File: src/rtl/mem_pkg.sv
`default_nettype none
// +--------------------------------------------------------------------------+
// | mem_pkg : shared types and default sizes for the memory block, its       |
// |           checker and the mem_initiator bus master.                      |
// | Revision: 1.0                                                            |
// +--------------------------------------------------------------------------+
package mem_pkg;

   localparam int MEM_WIDTH = 16;
   localparam int MEM_DEPTH = 64;

   typedef enum logic [1:0] {
      IDLE  = 2'd0,
      ISSUE = 2'd1,
      RESP  = 2'd2
   } mem_init_state_e;

endpackage
`default_nettype wire

File: src/rtl/mem_init_timer.sv
`default_nettype none
// +--------------------------------------------------------------------------+
// | mem_init_timer : counts ISSUE cycles without ready and flags the cycle   |
// |                  on whose closing edge the TIMEOUT-th miss would land.   |
// | Revision: 1.0                                                            |
// +--------------------------------------------------------------------------+
module mem_init_timer #(
   parameter int TIMEOUT = 15
) (
   input  logic clk,
   input  logic rst,
   input  logic clear_i,
   input  logic enable_i,
   output logic expired_o
);

   localparam int CNT_W = $clog2(TIMEOUT + 1);

   logic [CNT_W-1:0] count_q, count_d;

   always_comb begin
      count_d = count_q;
      if (clear_i) begin
         count_d = '0;
      end else if (enable_i && (count_q != CNT_W'(TIMEOUT))) begin
         count_d = count_q + 1'b1;
      end
   end

   always_ff @(posedge clk or negedge rst) begin
      if (!rst) begin
         count_q <= '0;
      end else begin
         count_q <= count_d;
      end
   end

   // Expiry fires on the edge that would take the count to TIMEOUT, so valid
   // is held for exactly TIMEOUT cycles before giving up.
   assign expired_o = enable_i && (count_q == CNT_W'(TIMEOUT - 1));

endmodule
`default_nettype wire

File: src/rtl/mem_initiator.sv
`default_nettype none
// +--------------------------------------------------------------------------+
// | mem_initiator : single-outstanding valid/ready bus master front end.     |
// | Optional ISSUE timeout enabled by defining MEM_INIT_TIMEOUT_EN.          |
// | Revision: 1.0                                                            |
// +--------------------------------------------------------------------------+
module mem_initiator
   import mem_pkg::*;
#(
   parameter int WIDTH      = MEM_WIDTH,
   parameter int DEPTH      = MEM_DEPTH,
   parameter int ADDR_WIDTH = $clog2(DEPTH),
   parameter int TIMEOUT    = 15
) (
   input  logic                  clk,
   input  logic                  rst,
   input  logic                  req_valid,
   output logic                  req_ready,
   input  logic                  req_wr,
   input  logic [ADDR_WIDTH-1:0] req_addr,
   input  logic [WIDTH-1:0]      req_wdata,
   output logic                  rsp_valid,
   input  logic                  rsp_ready,
   output logic                  rsp_wr,
   output logic [WIDTH-1:0]      rsp_rdata,
   output logic                  rsp_err,
   output logic                  valid,
   output logic                  wr_rd,
   output logic [ADDR_WIDTH-1:0] addr,
   output logic [WIDTH-1:0]      wdata,
   input  logic                  ready,
   input  logic [WIDTH-1:0]      rdata,
   output logic                  busy
);

   mem_init_state_e       state_q, state_d;
   logic                  req_ready_q, req_ready_d;
   logic                  valid_q, valid_d;
   logic                  wr_rd_q, wr_rd_d;
   logic [ADDR_WIDTH-1:0] addr_q, addr_d;
   logic [WIDTH-1:0]      wdata_q, wdata_d;
   logic                  rsp_valid_q, rsp_valid_d;
   logic                  rsp_wr_q, rsp_wr_d;
   logic [WIDTH-1:0]      rsp_rdata_q, rsp_rdata_d;
   logic                  rsp_err_q, rsp_err_d;
   logic                  timeout_expired;

`ifdef MEM_INIT_TIMEOUT_EN
   mem_init_timer #(
      .TIMEOUT (TIMEOUT)
   ) u_timer (
      .clk       (clk),
      .rst       (rst),
      .clear_i   (state_q != ISSUE),
      .enable_i  ((state_q == ISSUE) && !ready),
      .expired_o (timeout_expired)
   );
`else
   logic unused_timeout;
   assign unused_timeout  = (TIMEOUT > 0);
   assign timeout_expired = 1'b0;
`endif

   always_comb begin
      state_d     = state_q;
      valid_d     = valid_q;
      wr_rd_d     = wr_rd_q;
      addr_d      = addr_q;
      wdata_d     = wdata_q;
      rsp_valid_d = rsp_valid_q;
      rsp_wr_d    = rsp_wr_q;
      rsp_rdata_d = rsp_rdata_q;
      rsp_err_d   = rsp_err_q;
      case (state_q)
         IDLE: begin
            if (req_valid && req_ready_q) begin
               wr_rd_d = req_wr;
               addr_d  = req_addr;
               wdata_d = req_wdata;
               valid_d = 1'b1;
               state_d = ISSUE;
            end
         end
         ISSUE: begin
            // ready on the expiry edge still counts as a normal completion
            if (ready) begin
               valid_d     = 1'b0;
               rsp_valid_d = 1'b1;
               rsp_wr_d    = wr_rd_q;
               rsp_rdata_d = wr_rd_q ? '0 : rdata;
               rsp_err_d   = 1'b0;
               state_d     = RESP;
            end else if (timeout_expired) begin
               valid_d     = 1'b0;
               rsp_valid_d = 1'b1;
               rsp_wr_d    = wr_rd_q;
               rsp_rdata_d = '0;
               rsp_err_d   = 1'b1;
               state_d     = RESP;
            end
         end
         RESP: begin
            if (rsp_ready) begin
               rsp_valid_d = 1'b0;
               state_d     = IDLE;
            end
         end
         default: begin
            state_d = IDLE;
         end
      endcase
      req_ready_d = (state_d == IDLE);
   end

   always_ff @(posedge clk or negedge rst) begin
      if (!rst) begin
         state_q     <= IDLE;
         req_ready_q <= 1'b0;
         valid_q     <= 1'b0;
         wr_rd_q     <= 1'b0;
         addr_q      <= '0;
         wdata_q     <= '0;
         rsp_valid_q <= 1'b0;
         rsp_wr_q    <= 1'b0;
         rsp_rdata_q <= '0;
         rsp_err_q   <= 1'b0;
      end else begin
         state_q     <= state_d;
         req_ready_q <= req_ready_d;
         valid_q     <= valid_d;
         wr_rd_q     <= wr_rd_d;
         addr_q      <= addr_d;
         wdata_q     <= wdata_d;
         rsp_valid_q <= rsp_valid_d;
         rsp_wr_q    <= rsp_wr_d;
         rsp_rdata_q <= rsp_rdata_d;
         rsp_err_q   <= rsp_err_d;
      end
   end

   assign req_ready = req_ready_q;
   assign valid     = valid_q;
   assign wr_rd     = wr_rd_q;
   assign addr      = addr_q;
   assign wdata     = wdata_q;
   assign rsp_valid = rsp_valid_q;
   assign rsp_wr    = rsp_wr_q;
   assign rsp_rdata = rsp_rdata_q;
   assign rsp_err   = rsp_err_q;
   assign busy      = (state_q != IDLE);

endmodule
`default_nettype wire

File: config.mk
export PLATFORM = sky130hd
export DESIGN_NAME = mem_initiator
export DESIGN_NICKNAME = d
export VERILOG_FILES = /design/src/rtl/mem_pkg.sv /design/src/rtl/mem_init_timer.sv /design/src/rtl/mem_initiator.sv
export SDC_FILE = /design/constraint.sdc
export NUM_CORES = 1
export LEC_CHECK = 0
export CORE_ASPECT_RATIO = 2
export CORE_MARGIN = 3
export CORE_UTILIZATION = 41
export DETAILED_ROUTE_END_ITERATION = 16
export GPL_ROUTABILITY_DRIVEN = 0
export PLACE_DENSITY = 0.8
export SYNTH_ARGS = -nofsm -noshare
export SYNTH_HDL_FRONTEND = slang
export SYNTH_SLANG_ARGS = --single-unit
export TNS_END_PERCENT = 100
File: constraint.sdc
create_clock -name clk -period 1.7 [get_ports clk]
set_input_delay 0.425 -clock clk [delete_from_list [all_inputs] [get_ports clk]]
set_output_delay 0.425 -clock clk [all_outputs]
set_load 0.05 [all_outputs]
## Word-level counts from Yosys, hierarchy flattened

Index checks and enable logic that the tools add are counted.
W data, S select, Z words.

| storage, ports and cells | value |
|---|---|
| output and inout bits | 45 |
| bits of input ports | 44 |
| logic and storage cells | 35 |
| register bits | 45 |

| cells by class | value |
|---|---|
| reduce and logical (&&, ||, !) cells | 10 |
| multiplexer cells | 11 |
| equal/unequal tests | 5 |

Operators by type and width:

| kind | number |
|---|---|
| $mux W16 | 1 |
| $mux W2 | 3 |
| $ne A2 B2 Y1 const B | 3 |
| $pmux W2 S3 | 1 |
| $reduce_and A3 Y1 | 2 |
| $reduce_bool A2 Y1 | 3 |
| $logic_not A2 Y1 | 2 |
| $mux W1 | 4 |
| $pmux W1 S2 | 2 |
| $reduce_and A2 Y1 | 2 |
| $eq A2 B1 Y1 const B | 1 |
| $eq A2 B2 Y1 const B | 1 |
| $logic_and A1 B1 Y1 | 1 |

## Logic depth before layout (Yosys ltp)

Gate-level depths: netlist (run 1).

| logic depth | value |
|---|---|
| word-level depth | 4 |
| mapped depth | 5 |
| depth with buffers taken out | 3 |

## Least setup slack after synthesis (run 1)

No wires, ideal clock.

| timing | value |
|---|---|
| path type | register to register |
| start point | register req_ready_q (netlist: req_ready) |
| end point | register wdata_q[0] (netlist: wdata[0]) |
| setup time | 0.125 ns |
| path slack | 0.074 ns |
| cell stages (with the launch flop) | 5 |
| buffers on the path | 1 |
| arrival time | 1.501 ns |
| period minus slack after synthesis | 1.626 ns |
| cells stage by stage | dfrtp_1 > nand2_1 > nor2_8 > buf_12 > mux2_4 |

| between the ends | value |
|---|---|
| longest elaborated chain between the ends | 2 |

Ends and longest elaborated chain:

| item | line | text |
|---|---|---|
| start: declaration | mem_initiator.sv:37 | `logic req_ready_q, req_ready_d;` |
| start signal: assignment | mem_initiator.sv:129 | `req_ready_q <= req_ready_d;` |
| $logic_and A1 B1 Y1 | mem_initiator.sv:76 | `if (req_valid && req_ready_q) begin` |
| $reduce_and A2 Y1 (no source line) | -- |  |
| end signal: assignment | mem_initiator.sv:133 | `wdata_q <= wdata_d;` |
| end: declaration | mem_initiator.sv:41 | `logic [WIDTH-1:0] wdata_q, wdata_d;` |

Every way passes these cells.
A chain may end at the register's enable or synchronous reset.

## Final worst setup path (run 1)

| timing | value |
|---|---|
| start point | register state_q[1] |
| end point | output port busy |

| between the ends | value |
|---|---|
| longest elaborated chain between the ends | 1 |

Ends and longest elaborated chain:

| item | line | text |
|---|---|---|
| start: declaration | mem_initiator.sv:36 | `mem_init_state_e state_q, state_d;` |
| start signal: assignment | mem_initiator.sv:128 | `state_q <= state_d;` |
| $reduce_bool A2 Y1 | mem_initiator.sv:150 | `assign busy = (state_q != IDLE);` |
| end: declaration | mem_initiator.sv:33 | `output logic busy` |

Every way passes these cells.

==> results of run 1 <==
-- sequential cells by signal (all words and copies together), names as in the netlist --
name / cells
addr: 6
rsp_wr: 1
rsp_valid: 1
state_q: 2
req_ready: 1
valid: 1
wr_rd: 1
wdata: 16
rsp_rdata: 16
-- kinds of logic (layout without fill, tap and decap cells) --
kind of cell | after synthesis | after routing | synth area share, %
buf+inv | 9 | 104 | 4.08
other cells | 1 | 1 | 0.197
simple gates | 43 | 43 | 12.2
compound gates | 21 | 21 | 5.85
flops | 45 | 45 | 59.2
mux | 25 | 25 | 18.5
-- power groups by stage --
stage / logic [mW] / clock network [mW] / registers (mW)
global route: 4.11 / 0.685 / 1.92
finish: 3.90 / 0.610 / 1.86
global placement: 3.88 / 0 / 1.86
detailed placement: 3.95 / 0 / 1.88
floorplan: 1.17 / 0 / 3.44
CTS: 3.95 / 0.646 / 1.87
-- cell usage after synthesis --
cell type,n
o21ai_0,16
mux2_2,6
inv_1,1
nor2_8,1
nor2b_1,1
nand2_1,20
a211o_1,1
a21oi_1,3
buf_12,2
clkbuf_1,4
or2_4,1
nand3b_1,1
mux2_4,19
dfrtp_1,45
nand2b_1,17
conb_1,1
o21a_1,1
nor2_1,2
buf_4,1
buf_6,1
-- critical path: cells and delay by family, from the launching register on --
| kind | cells | cell delay (ps) |
|---|---|---|
| buf+inv | 1 | 200 |
| flops | 1 | 430 |
| simple gates | 1 | 280 |
-- worst paths after layout --
path | cells past startpoint | slack, ps | end
min | 1 | 90 | addr[2]$_DFFE_PN0P_
max reg2reg | 4 | 250 | wdata[2]$_DFFE_PN0P_
max in group asynchronous | 2 | 1120 | wdata[13]$_DFFE_PN0P_
max | 2 | 90 | busy
min in group clk | 2 | 490 | rsp_rdata[14]$_DFFE_PN0P_
min reg2reg | 2 | 490 | rsp_rdata[14]$_DFFE_PN0P_
-- routing by layer --
layer	GRT usage, %	routed length, um	share of wire (%)	vias up
met5	0	0	0	-
met2	26.5	2130	53	60
met3	4.38	389	9.7	4
li1	-	-	-	656
met4	5.76	47	1.2	0
met1	16.1	1440	36	633
-- layout make-up --
type                            count  share of cell area (%)
Clock inverter                      1                   0.264
Multi-Input combinational cell     90                    24.6
Inverter                            1                   0.132
Clock buffer                        7                    2.68
Timing Repair Buffer               95                    30.4
Sequential cell                    45                    39.6
Tap cell                           54                    2.37
==> metrics.md, run 1 <==
| Metric | Value |
|---|---|
| Outcome | finished clean |
| Floorplan die height | between 100 and 150 um |
| Count of buffers from port buffering | a little under 90 |
| Post-synth design cell area | 1900 um2 |
| Min Clock Period, post-route | between 1500 and 2000 ps |
| Hold-fix buffers, CTS | 0 |
| Share of post-route cells with drive strength above 1 | between 30% and 40% |
| Critical path's largest stage delay | about 430 ps |
| Biggest area contributors in the synthesized netlist | dfrtp_1, mux2_4, nand2b_1 |
| CTS tree | yes |
| Number of iterations in the first detailed-routing pass | 2 |
| Number of placed cells counting well taps | between 200 and 300 |
| Final design instance area without fill | 2850 um2 |
| Number of antenna violations at the first check in global routing | 0 |
| Seq cells post-synth | 45 |
| Buffers from clock root to sink, at most | 2 |
| Average routed wire per standard cell | 13.7 um |
| Required time at the endpoint of the critical path | between 1000 and 1500 ps |
| Setup repair after global routing missed its margin | false |
| Cell at the root of the clock tree | clkbuf_8 |
| Clock Skew | just over 9 ps |
| Final total power | between 6 and 7 mW |
| Highest clock rate | 620 MHz |
| # rows | 34 |
| Cell Int Power | about 3.4 mW |
| Register cell area after layout | roughly 1100 um2 |
| Number of global-route vias before repair | 1414 |
| Worst path arrival time | around 1200 ps |
| Remaining global-route overflow | 0 |
| Part of the total power dissipated in combinational logic | roughly three fifths |
| Placed wire-length estimate | about 3300 um |
| Final net count | 282 |
| Critical Path Source Type | flip-flop |
| Worst setup path start | state_q[1]$_DFF_PN0_ |
| Post-synthesis instance total | 144 |
| Core Region | ~4400 um2 |
| Setup_tns | 0 ps |
| Final std cells w/o fill | ~300 |
| Switching power of the nets | between 3 and 4 mW |
| Filler Cells Inserted | about 390 |
| Area of the multi-input gates | 699 um2 |
| Buffers inserted by post-CTS timing repair | 0 |
| Clock-pin slew on the worst setup and hold paths | about 80 ps |
| Level count of the clock H-tree | 2 |
| Pleak | 1.34 nW |
| Horiz. Die Dim | around 54 um |
| Floorplan die area | between 5000 and 6000 um2 |
| Num CTS Buffers | 5 |
| Iter 0 DRT Violations | 17 |
| Via density per instance | around 4.6 |
| Relative contribution of the clock network to total power | around a tenth |
| RR Startpoint | state_q[1]$_DFF_PN0_ |
| # diodes | 0 |
| Maximum number of pins on one net before global-route repair | 31 |
| Final Worst Setup Slack | approximately 87 ps |
| Number of clock sinks seen by CTS | 45 |
| Vias after detailed routing | approximately 1400 |
| GRT Util Overall | 15.0% |
| Cell Chain, Critical Path | or2_4 -> buf_4 |
| Initial Util | roughly 43% |
| Placement Setup Slack | -119 ps |
| Total Routed Length | between 4000 and 5000 um |
| Proportion of synthesized chip area in sequential cells | approximately three fifths |
| Post-synth top area share | around three fifths |
| Most frequent cells in the layout | buf_4, dfrtp_1, clkdlybuf4s50_1, nand2_1, mux2_4 |
| Area added between synthesis and finish | 49.6% |
| Max-cap violations | 0 |
| Highest net fanout along the worst path | 7 |
| Number of synthesis warnings | 0 |
| Number of remaining DRC errors | 0 |
| Nets in the synthesized netlist | between 150 and 200 |
| Count of distinct cell types in the synthesized netlist | 20 |
| Worst min-delay path category | primary input to asynchronous set/reset pin |
| Leading cell type in the layout, fill and taps excluded | buf_4 |
| Period utilisation layout | a little over nine tenths |
| Post-cts gate resize count | 0 |
| Insertion delay of the later-clocked pin in the worst-skew pair | around 280 ps |
| Average footprint of a synthesized cell | between 10 and 15 um2 |
| Element type at the critical path end | primary output |
| Final setup vio count | 0 |
| Switching part of the total | a little under half |
| Fin. max-slew vios | 0 |
| Wire length of the first global-routing pass | between 6000 and 7000 um |
| Slowest stage cell on the critical path | dfrtp_1 |
| Cell area after placement | between 2000 and 3000 um2 |
| Highest ir drop seen on vdd | around 0.0013 V |
| Kind of critical path | flip-flop to primary output |
| Largest area contributor in the synthesized netlist | dfrtp_1 |
| Seq pwr share | between 20 and 30% |
| Layout Utilization | roughly 64% |
| Worst hold slack | about 90 ps |
| Pwr dens | roughly 2200 nW/um2 |
| Endpoints failing hold | 0 |
| Remaining number of nets flagged by the antenna check after routing | 0 |
| Num ports | between 80 and 90 |
Note: power is estimated with default switching activity, not from simulation.
==> run 2, diff against run 1 <==
--- a/config.mk
+++ b/config.mk
@@ -10,6 +10,7 @@
 export CORE_UTILIZATION = 41
 export DETAILED_ROUTE_END_ITERATION = 16
 export GPL_ROUTABILITY_DRIVEN = 0
+export GPL_TIMING_DRIVEN = 0
 export PLACE_DENSITY = 0.8
 export SYNTH_ARGS = -nofsm -noshare
 export SYNTH_HDL_FRONTEND = slang
==> run 2 against run 1 <==
Against the previous run: utilization is 0.96 points higher; first-iteration DRC count is 29% lower; flip-flop and latch count stayed put; count of clock-buffer cells in the layout is 1 lower; clock skew is 2.4 ps lower; combinational power is 5% lower; register-to-register slack worse by 110 ps; cell count is 0.34% higher; power is 3.5% lower; worst hold slack worse by 45 ps; largest power group unchanged; highest routed layer unchanged.
==> metrics.md, run 2 (synthesis results as in run 1) <==
| Metric | Value |
|---|---|
| Buffers from clock root to sink, at most | 2 (unchanged) |
| GRT Util Overall | 15.7% (was 15.0%) |
| Critical path's largest stage delay | 380 ps (was 430 ps) |
| Slowest stage cell on the critical path | dfrtp_1 (unchanged) |
| Remaining global-route overflow | 0 (unchanged) |
| Final design instance area without fill | 2890 um2 (was 2850 um2) |
| Final total power | 6.14 mW (was 6.36 mW) |
| Cell Chain, Critical Path | buf_6 -> or2_4 -> buf_6 (was or2_4 -> buf_4) |
| Average routed wire per standard cell | 13.7 um (about the same) |
| Min Clock Period, post-route | 1650 ps (was 1610 ps) |
| # rows | 34 (unchanged) |
| Initial Util | 43.0% (unchanged) |
| Insertion delay of the later-clocked pin in the worst-skew pair | 280 ps (about the same) |
| Floorplan die height | 102 um (unchanged) |
| Level count of the clock H-tree | 2 (unchanged) |
| Slew at the pin closest to its max-slew limit | 518 ps |
| Cell at the root of the clock tree | clkbuf_8 (unchanged) |
| # diodes | 0 (unchanged) |
| Highest ir drop seen on vdd | 0.00152 V (was 0.00129 V) |
| Placed wire-length estimate | 3290 um (was 3250 um) |
| Pwr dens | 2120 nW/um2 (was 2240 nW/um2) |
| Cell count of the worst reg-to-reg path | 5 (was 4) |
| Worst min-delay path category | primary input to asynchronous set/reset pin (unchanged) |
| Filler Cells Inserted | 383 (was 388) |
| Final net count | 283 (was 282) |
| Number of remaining DRC errors | 0 (unchanged) |
| Required time at the endpoint of the critical path | 1270 ps (about the same) |
| Area added between synthesis and finish | 51.8% (was 49.6%) |
| Number of antenna violations at the first check in global routing | 0 (unchanged) |
| Number of iterations in the first detailed-routing pass | 4 (was 2) |
| Num CTS Buffers | 5 (unchanged) |
| Period utilisation layout | 97.2% (was 94.9%) |
| Critical Path Source Type | flip-flop (unchanged) |
| Wire length of the first global-routing pass | 6430 um (was 6200 um) |
| Number of buffer and inverter stages on the critical path | 2 (was 1) |
| R2R Path End | wdata[5]$_DFFE_PN0P_ (was wdata[2]$_DFFE_PN0P_) |
| Num ports | 89 (unchanged) |
| Clock-pin slew on the worst setup and hold paths | 80 ps (about the same) |
| Maximum number of pins on one net before global-route repair | 31 (unchanged) |
| Hold-fix buffers, CTS | 0 (unchanged) |
| Outcome | finished clean (unchanged) |
| Element type at the critical path end | primary output (unchanged) |
| Via density per instance | 4.65 (was 4.62) |
| Register cell area after layout | 1130 um2 (about the same) |
| Vias after detailed routing | 1367 (was 1353) |
| RR Startpoint | state_q[0]$_DFF_PN0_ (was state_q[1]$_DFF_PN0_) |
| Clock Skew | 6.72 ps (was 9.12 ps) |
| Cell area after placement | 2860 um2 (was 2760 um2) |
| Number of global-route vias before repair | 1397 (was 1414) |
| Core Region | 4420 um2 (unchanged) |
| Gate family responsible for the most delay along the worst path | flip-flops (unchanged) |
| Most frequent cells in the layout | dfrtp_1, clkdlybuf4s50_1, dlygate4sd2_1, nand2_1, mux2_4 (was buf_4, dfrtp_1, clkdlybuf4s50_1, nand2_1, mux2_4) |
| Highest net fanout along the worst path | 7 (unchanged) |
| Remaining number of nets flagged by the antenna check after routing | 0 (unchanged) |
| Floorplan die area | 5540 um2 (unchanged) |
| Area of the multi-input gates | 699 um2 (unchanged) |
| Share of post-route cells with drive strength above 1 | 17.9% (was 36.0%) |
| Endpoints failing hold | 0 (unchanged) |
| Worst path arrival time | 1230 ps (was 1190 ps) |
| Fin. max-slew vios | 0 (unchanged) |
| Pleak | 1.37 nW (was 1.34 nW) |
| Count of buffers from port buffering | 87 (unchanged) |
| Slew headroom | 65.6% |
| Iter 0 DRT Violations | 12 (was 17) |
| Total Routed Length | 4040 um (was 4010 um) |
| CTS tree | yes (unchanged) |
| Cell repeated most along the worst path | buf_6 |
| Final setup vio count | 0 (unchanged) |
| Kind of critical path | flip-flop to primary output (unchanged) |
| Highest clock rate | 605 MHz (was 620 MHz) |
| Max-cap violations | 0 (unchanged) |
| Leading cell type in the layout, fill and taps excluded | dfrtp_1 (was buf_4) |
| Register-to-register setup slack | 140 ps (was 250 ps) |
| Setup repair after global routing missed its margin | false (unchanged) |
| Number of clock sinks seen by CTS | 45 (unchanged) |
| Horiz. Die Dim | 54.2 um (unchanged) |
[run 2: cell types whose count changed in the layout (fill, tap and decap cells not counted)]
cell,delta
buf_12,-1
buf_4,-47
buf_6,+2
clkbuf_1,+3
clkdlybuf4s18_2,+1
clkinv_2,+2
clkinvlp_4,-1
dfrtp_1,-1
dfrtp_2,+1
dlygate4sd2_1,+42
[run 2: what timing repair did]
action	CTS	global route
setup buffers	0	0
resized for setup	48	7
endpoints found under the setup margin	44	2
[run 2: cell type report]
type                    count  area share, %
flip-flops and latches     45           39.0
plain buffers               8           2.56
inverters                   1          0.130
clock inverters             2          0.346
repair buffers             88           28.9
clock buffers               6           2.51
well taps                  54           2.34
multi-input cells          90           24.2
[run 2: power breakdown]
group / total, mW / switching (mW) / internal (mW) / leakage (nW)
sequential: 1.82 / 0.262 / 1.56 / 0.550
combinational: 3.71 / 2.39 / 1.32 / 0.778
clock: 0.609 / 0.324 / 0.285 / 0.0450
total: 6.14 / 2.98 / 3.16 / 1.37
[run 2: how the worst max path moves through the flow]
| stage | start | endpoint | slack [ps] | cells after the start |
|---|---|---|---|---|
| finish | state_q[0]$_DFF_PN0_ | busy | 50 | 3 |
| global route | state_q[0]$_DFF_PN0_ | busy | 10 | 3 |
| CTS | state_q[0]$_DFF_PN0_ | busy | -150 | 3 |
| detailed placement | state_q[0]$_DFF_PN0_ | busy | -190 | 3 |
| global placement | rst | rsp_rdata[6]$_DFFE_PN0P_ | -960 | 1 |
| floorplan | req_ready$_DFF_PN0_ | wdata[0]$_DFFE_PN0P_ | 70 | 4 |
[run 2: metrics by stage]
| stage | TNS [ps] | std cells | setup slack [ps] | utilization, % | hold slack (ps) |
|---|---|---|---|---|---|
| after floorplan | 0 | 144 | 73.5 | - | 129 |
| after global placement | -47730 | 285 | -960 | 64.2 | 462 |
| final | 0 | 294 | 47.3 | 65.3 | 45.2 |
| after global routing | 0 | 294 | 9.98 | 65.3 | 59.9 |
| after CTS | -151 | 294 | -151 | 65.3 | 49.0 |
| after detailed placement | -5090 | 286 | -189 | 64.6 | 369 |
[run 2: worst reg2reg max path, cell delays in order, from the launching register on]
cell,delay (ps)
dfrtp_1,380
buf_6,130
or2_4,280
nor2_8,190
buf_12,170
mux2_4,310
[run 2: per-layer routing]
metal  routed length [um]  part of all wire (%)  global-route usage (%)  vias up
met3                  350                   8.7                    4.23        6
met2                 2170                    54                    27.9       62
met5                    0                     0                       0        -
met4                   53                   1.3                    5.18        0
li1                     -                     -                       -      666
met1                 1470                    36                    17.2      633
==> run 3, diff against run 2 <==
--- a/config.mk
+++ b/config.mk
@@ -5,13 +5,15 @@
 export SDC_FILE = /design/constraint.sdc
 export NUM_CORES = 1
 export LEC_CHECK = 0
+export CELL_PAD_IN_SITES_DETAIL_PLACEMENT = 1
+export CELL_PAD_IN_SITES_GLOBAL_PLACEMENT = 1
 export CORE_ASPECT_RATIO = 2
 export CORE_MARGIN = 3
-export CORE_UTILIZATION = 41
+export CORE_UTILIZATION = 31
 export DETAILED_ROUTE_END_ITERATION = 16
 export GPL_ROUTABILITY_DRIVEN = 0
 export GPL_TIMING_DRIVEN = 0
-export PLACE_DENSITY = 0.8
+export PLACE_DENSITY = 0.79
 export SYNTH_ARGS = -nofsm -noshare
 export SYNTH_HDL_FRONTEND = slang
 export SYNTH_SLANG_ARGS = --single-unit
==> run 3 against run 2 <==
Against the previous run: die area grew 29%; sequential share of layout area shrank 0.98 points; count of clock-buffer cells in the layout grew 1; fmax grew 0.26%; critical path depth is the same; non-clock buffer count is the same; global-route usage shrank 1.1 points; via count grew 3.9%; routed wire length grew 20%.
==> metrics.md, run 3 (synthesis results as in run 1) <==
| Metric | Value |
|---|---|
| Filler Cells Inserted | 639 (was 383) |
| Setup repair after global routing missed its margin | true (was false) |
| CTS tree | yes (unchanged) |
| Final net count | 283 (unchanged) |
| Cell count of the worst reg-to-reg path | 5 (unchanged) |
| Cell Chain, Critical Path | buf_6 -> or2_4 -> buf_6 (unchanged) |
| Slowest stage cell on the critical path | dfrtp_1 (unchanged) |
| Slew at the pin closest to its max-slew limit | 532 ps (was 518 ps) |
| Leading cell type in the layout, fill and taps excluded | dfrtp_1 (unchanged) |
| Highest net fanout along the worst path | 7 (unchanged) |
| Via density per instance | 4.73 (was 4.65) |
| Register-to-register setup slack | 130 ps (was 140 ps) |
| Pleak | 1.40 nW (was 1.37 nW) |
| Share of post-route cells with drive strength above 1 | 18.0% (was 17.9%) |
| Worst setup path start | state_q[0]$_DFF_PN0_ (unchanged) |
| Buffers from clock root to sink, at most | 2 (unchanged) |
| # diodes | 0 (unchanged) |
| Num ports | 89 (unchanged) |
| Worst hold slack | 78.1 ps (was 45.2 ps) |
| Number of clock sinks seen by CTS | 45 (unchanged) |
| Critical path's largest stage delay | 370 ps (was 380 ps) |
| Maximum number of pins on one net before global-route repair | 29 (was 31) |
| Placed wire-length estimate | 3820 um (was 3290 um) |
| Worst min-delay path category | primary input to asynchronous set/reset pin (unchanged) |
| Slew headroom | 64.6% (was 65.6%) |
| Remaining global-route overflow | 0 (unchanged) |
| Iter 0 DRT Violations | 48 (was 12) |
| Initial Util | 32.8% (was 43.0%) |
| Number of global-route vias before repair | 1501 (was 1397) |
| Floorplan die area | 7170 um2 (was 5540 um2) |
| Critical Path Source Type | flip-flop (unchanged) |
| Min Clock Period, post-route | 1650 ps (about the same) |
| Final total power | 6.53 mW (was 6.14 mW) |
| Cell repeated most along the worst path | buf_6 (unchanged) |
| Final setup vio count | 0 (unchanged) |
| Most frequent cells in the layout | dfrtp_1, clkdlybuf4s50_1, dlygate4sd2_1, nand2_1, mux2_4 (unchanged) |
| Num CTS Buffers | 5 (unchanged) |
| Highest clock rate | 607 MHz (was 605 MHz) |
| Max-cap violations | 0 (unchanged) |
| Number of antenna violations at the first check in global routing | 0 (unchanged) |
| RR Startpoint | state_q[0]$_DFF_PN0_ (unchanged) |
| Area added between synthesis and finish | 55.6% (was 51.8%) |
| Vias after detailed routing | 1420 (was 1367) |
| Endpoints failing hold | 0 (unchanged) |
| Cell at the root of the clock tree | clkbuf_16 (was clkbuf_8) |
| Kind of critical path | flip-flop to primary output (unchanged) |
| Number of iterations in the first detailed-routing pass | 4 (unchanged) |
| Final design instance area without fill | 2960 um2 (was 2890 um2) |
| Outcome | finished clean (unchanged) |
| Fin. max-slew vios | 0 (unchanged) |
| Horiz. Die Dim | 61.4 um (was 54.2 um) |
| Wire length of the first global-routing pass | 7510 um (was 6430 um) |
| # rows | 39 (was 34) |
| Highest ir drop seen on vdd | 0.000784 V (was 0.00152 V) |
| Required time at the endpoint of the critical path | 1270 ps (about the same) |
| Average routed wire per standard cell | 16.1 um (was 13.7 um) |
| Total Routed Length | 4830 um (was 4040 um) |
| R2R Path End | wr_rd$_DFFE_PN0P_ (was wdata[5]$_DFFE_PN0P_) |
| Clock-pin slew on the worst setup and hold paths | 60 ps (was 80 ps) |
| Number of remaining DRC errors | 0 (unchanged) |
| Worst path arrival time | 1220 ps (was 1230 ps) |
| Pwr dens | 2210 nW/um2 (was 2120 nW/um2) |
| Insertion delay of the later-clocked pin in the worst-skew pair | 280 ps (about the same) |
| Hold-fix buffers, CTS | 0 (unchanged) |
| Worst setup path endpoint | busy (unchanged) |
| GRT Util Overall | 14.5% (was 15.7%) |
| Remaining number of nets flagged by the antenna check after routing | 0 (unchanged) |
| Cell area after placement | 2870 um2 (was 2860 um2) |
| Level count of the clock H-tree | 2 (unchanged) |
| Core Region | 5810 um2 (was 4420 um2) |
| Clock Skew | 4.07 ps (was 6.72 ps) |
| Buffers inserted by post-CTS timing repair | 0 (unchanged) |
| Count of buffers from port buffering | 87 (unchanged) |
| Element type at the critical path end | primary output (unchanged) |
| Floorplan die height | 117 um (was 102 um) |
| Period utilisation layout | 97.0% (was 97.2%) |
run 3: stage by stage:
step,util (%),instances,TNS (ps),setup WS (ps)
6_report,51.0,300,0,51.6
3_5_place_dp,49.3,293,-5920,-212
5_1_grt,51.0,300,-4.07,-4.07
2_1_floorplan,-,144,0,73.5
3_3_place_gp,49.1,292,-52640,-1060
4_1_cts,50.9,300,-153,-153
run 3: critical path: cells and delay by family, from the launching register on:
family,cells,cell delay [ps]
buf+inv,2,290
flops,1,370
simple gates,1,270
run 3: how the worst min path moves through the flow:
stage,startpoint,to,slack (ps)
2_1_floorplan,rst,addr[0]$_DFFE_PN0P_,130
3_3_place_gp,rsp_rdata[7]$_DFFE_PN0P_,rsp_rdata[7]$_DFFE_PN0P_,460
3_5_place_dp,rst,wdata[11]$_DFFE_PN0P_,390
4_1_cts,rst,wdata[11]$_DFFE_PN0P_,80
5_1_grt,rst,wdata[11]$_DFFE_PN0P_,120
6_report,rst,wdata[11]$_DFFE_PN0P_,80
run 3: what timing repair did:
item / in CTS / in global routing
cloned: 0 / 0
setup endpoints to repair: 44 / 4
gates resized for setup: 48 / 9
run 3: layer usage:
layer	global-route usage [%]	vias to the layer above	routed length, um
met5	0	-	0
met1	15.2	691	1720
met3	3.40	11	255
li1	-	666	-
met2	25.3	52	2690
met4	8.50	0	173
run 3: where the power goes:
part           internal [mW]  switching, mW  total [mW]
registers               1.56          0.275        1.83
logic                   1.32           2.43        3.75
clock network          0.577          0.371       0.948
run 3: final cells by class:
cell class                      count  area (um2)  area share (%)
Tap cell                           61        76.3            2.58
Multi-Input combinational cell     90         699            23.6
Inverter                            1        3.75           0.127
Sequential cell                    45        1130            38.0
Timing Repair Buffer               88         836            28.2
Clock buffer                        7         143            4.82
Buffer                              8        76.3            2.58
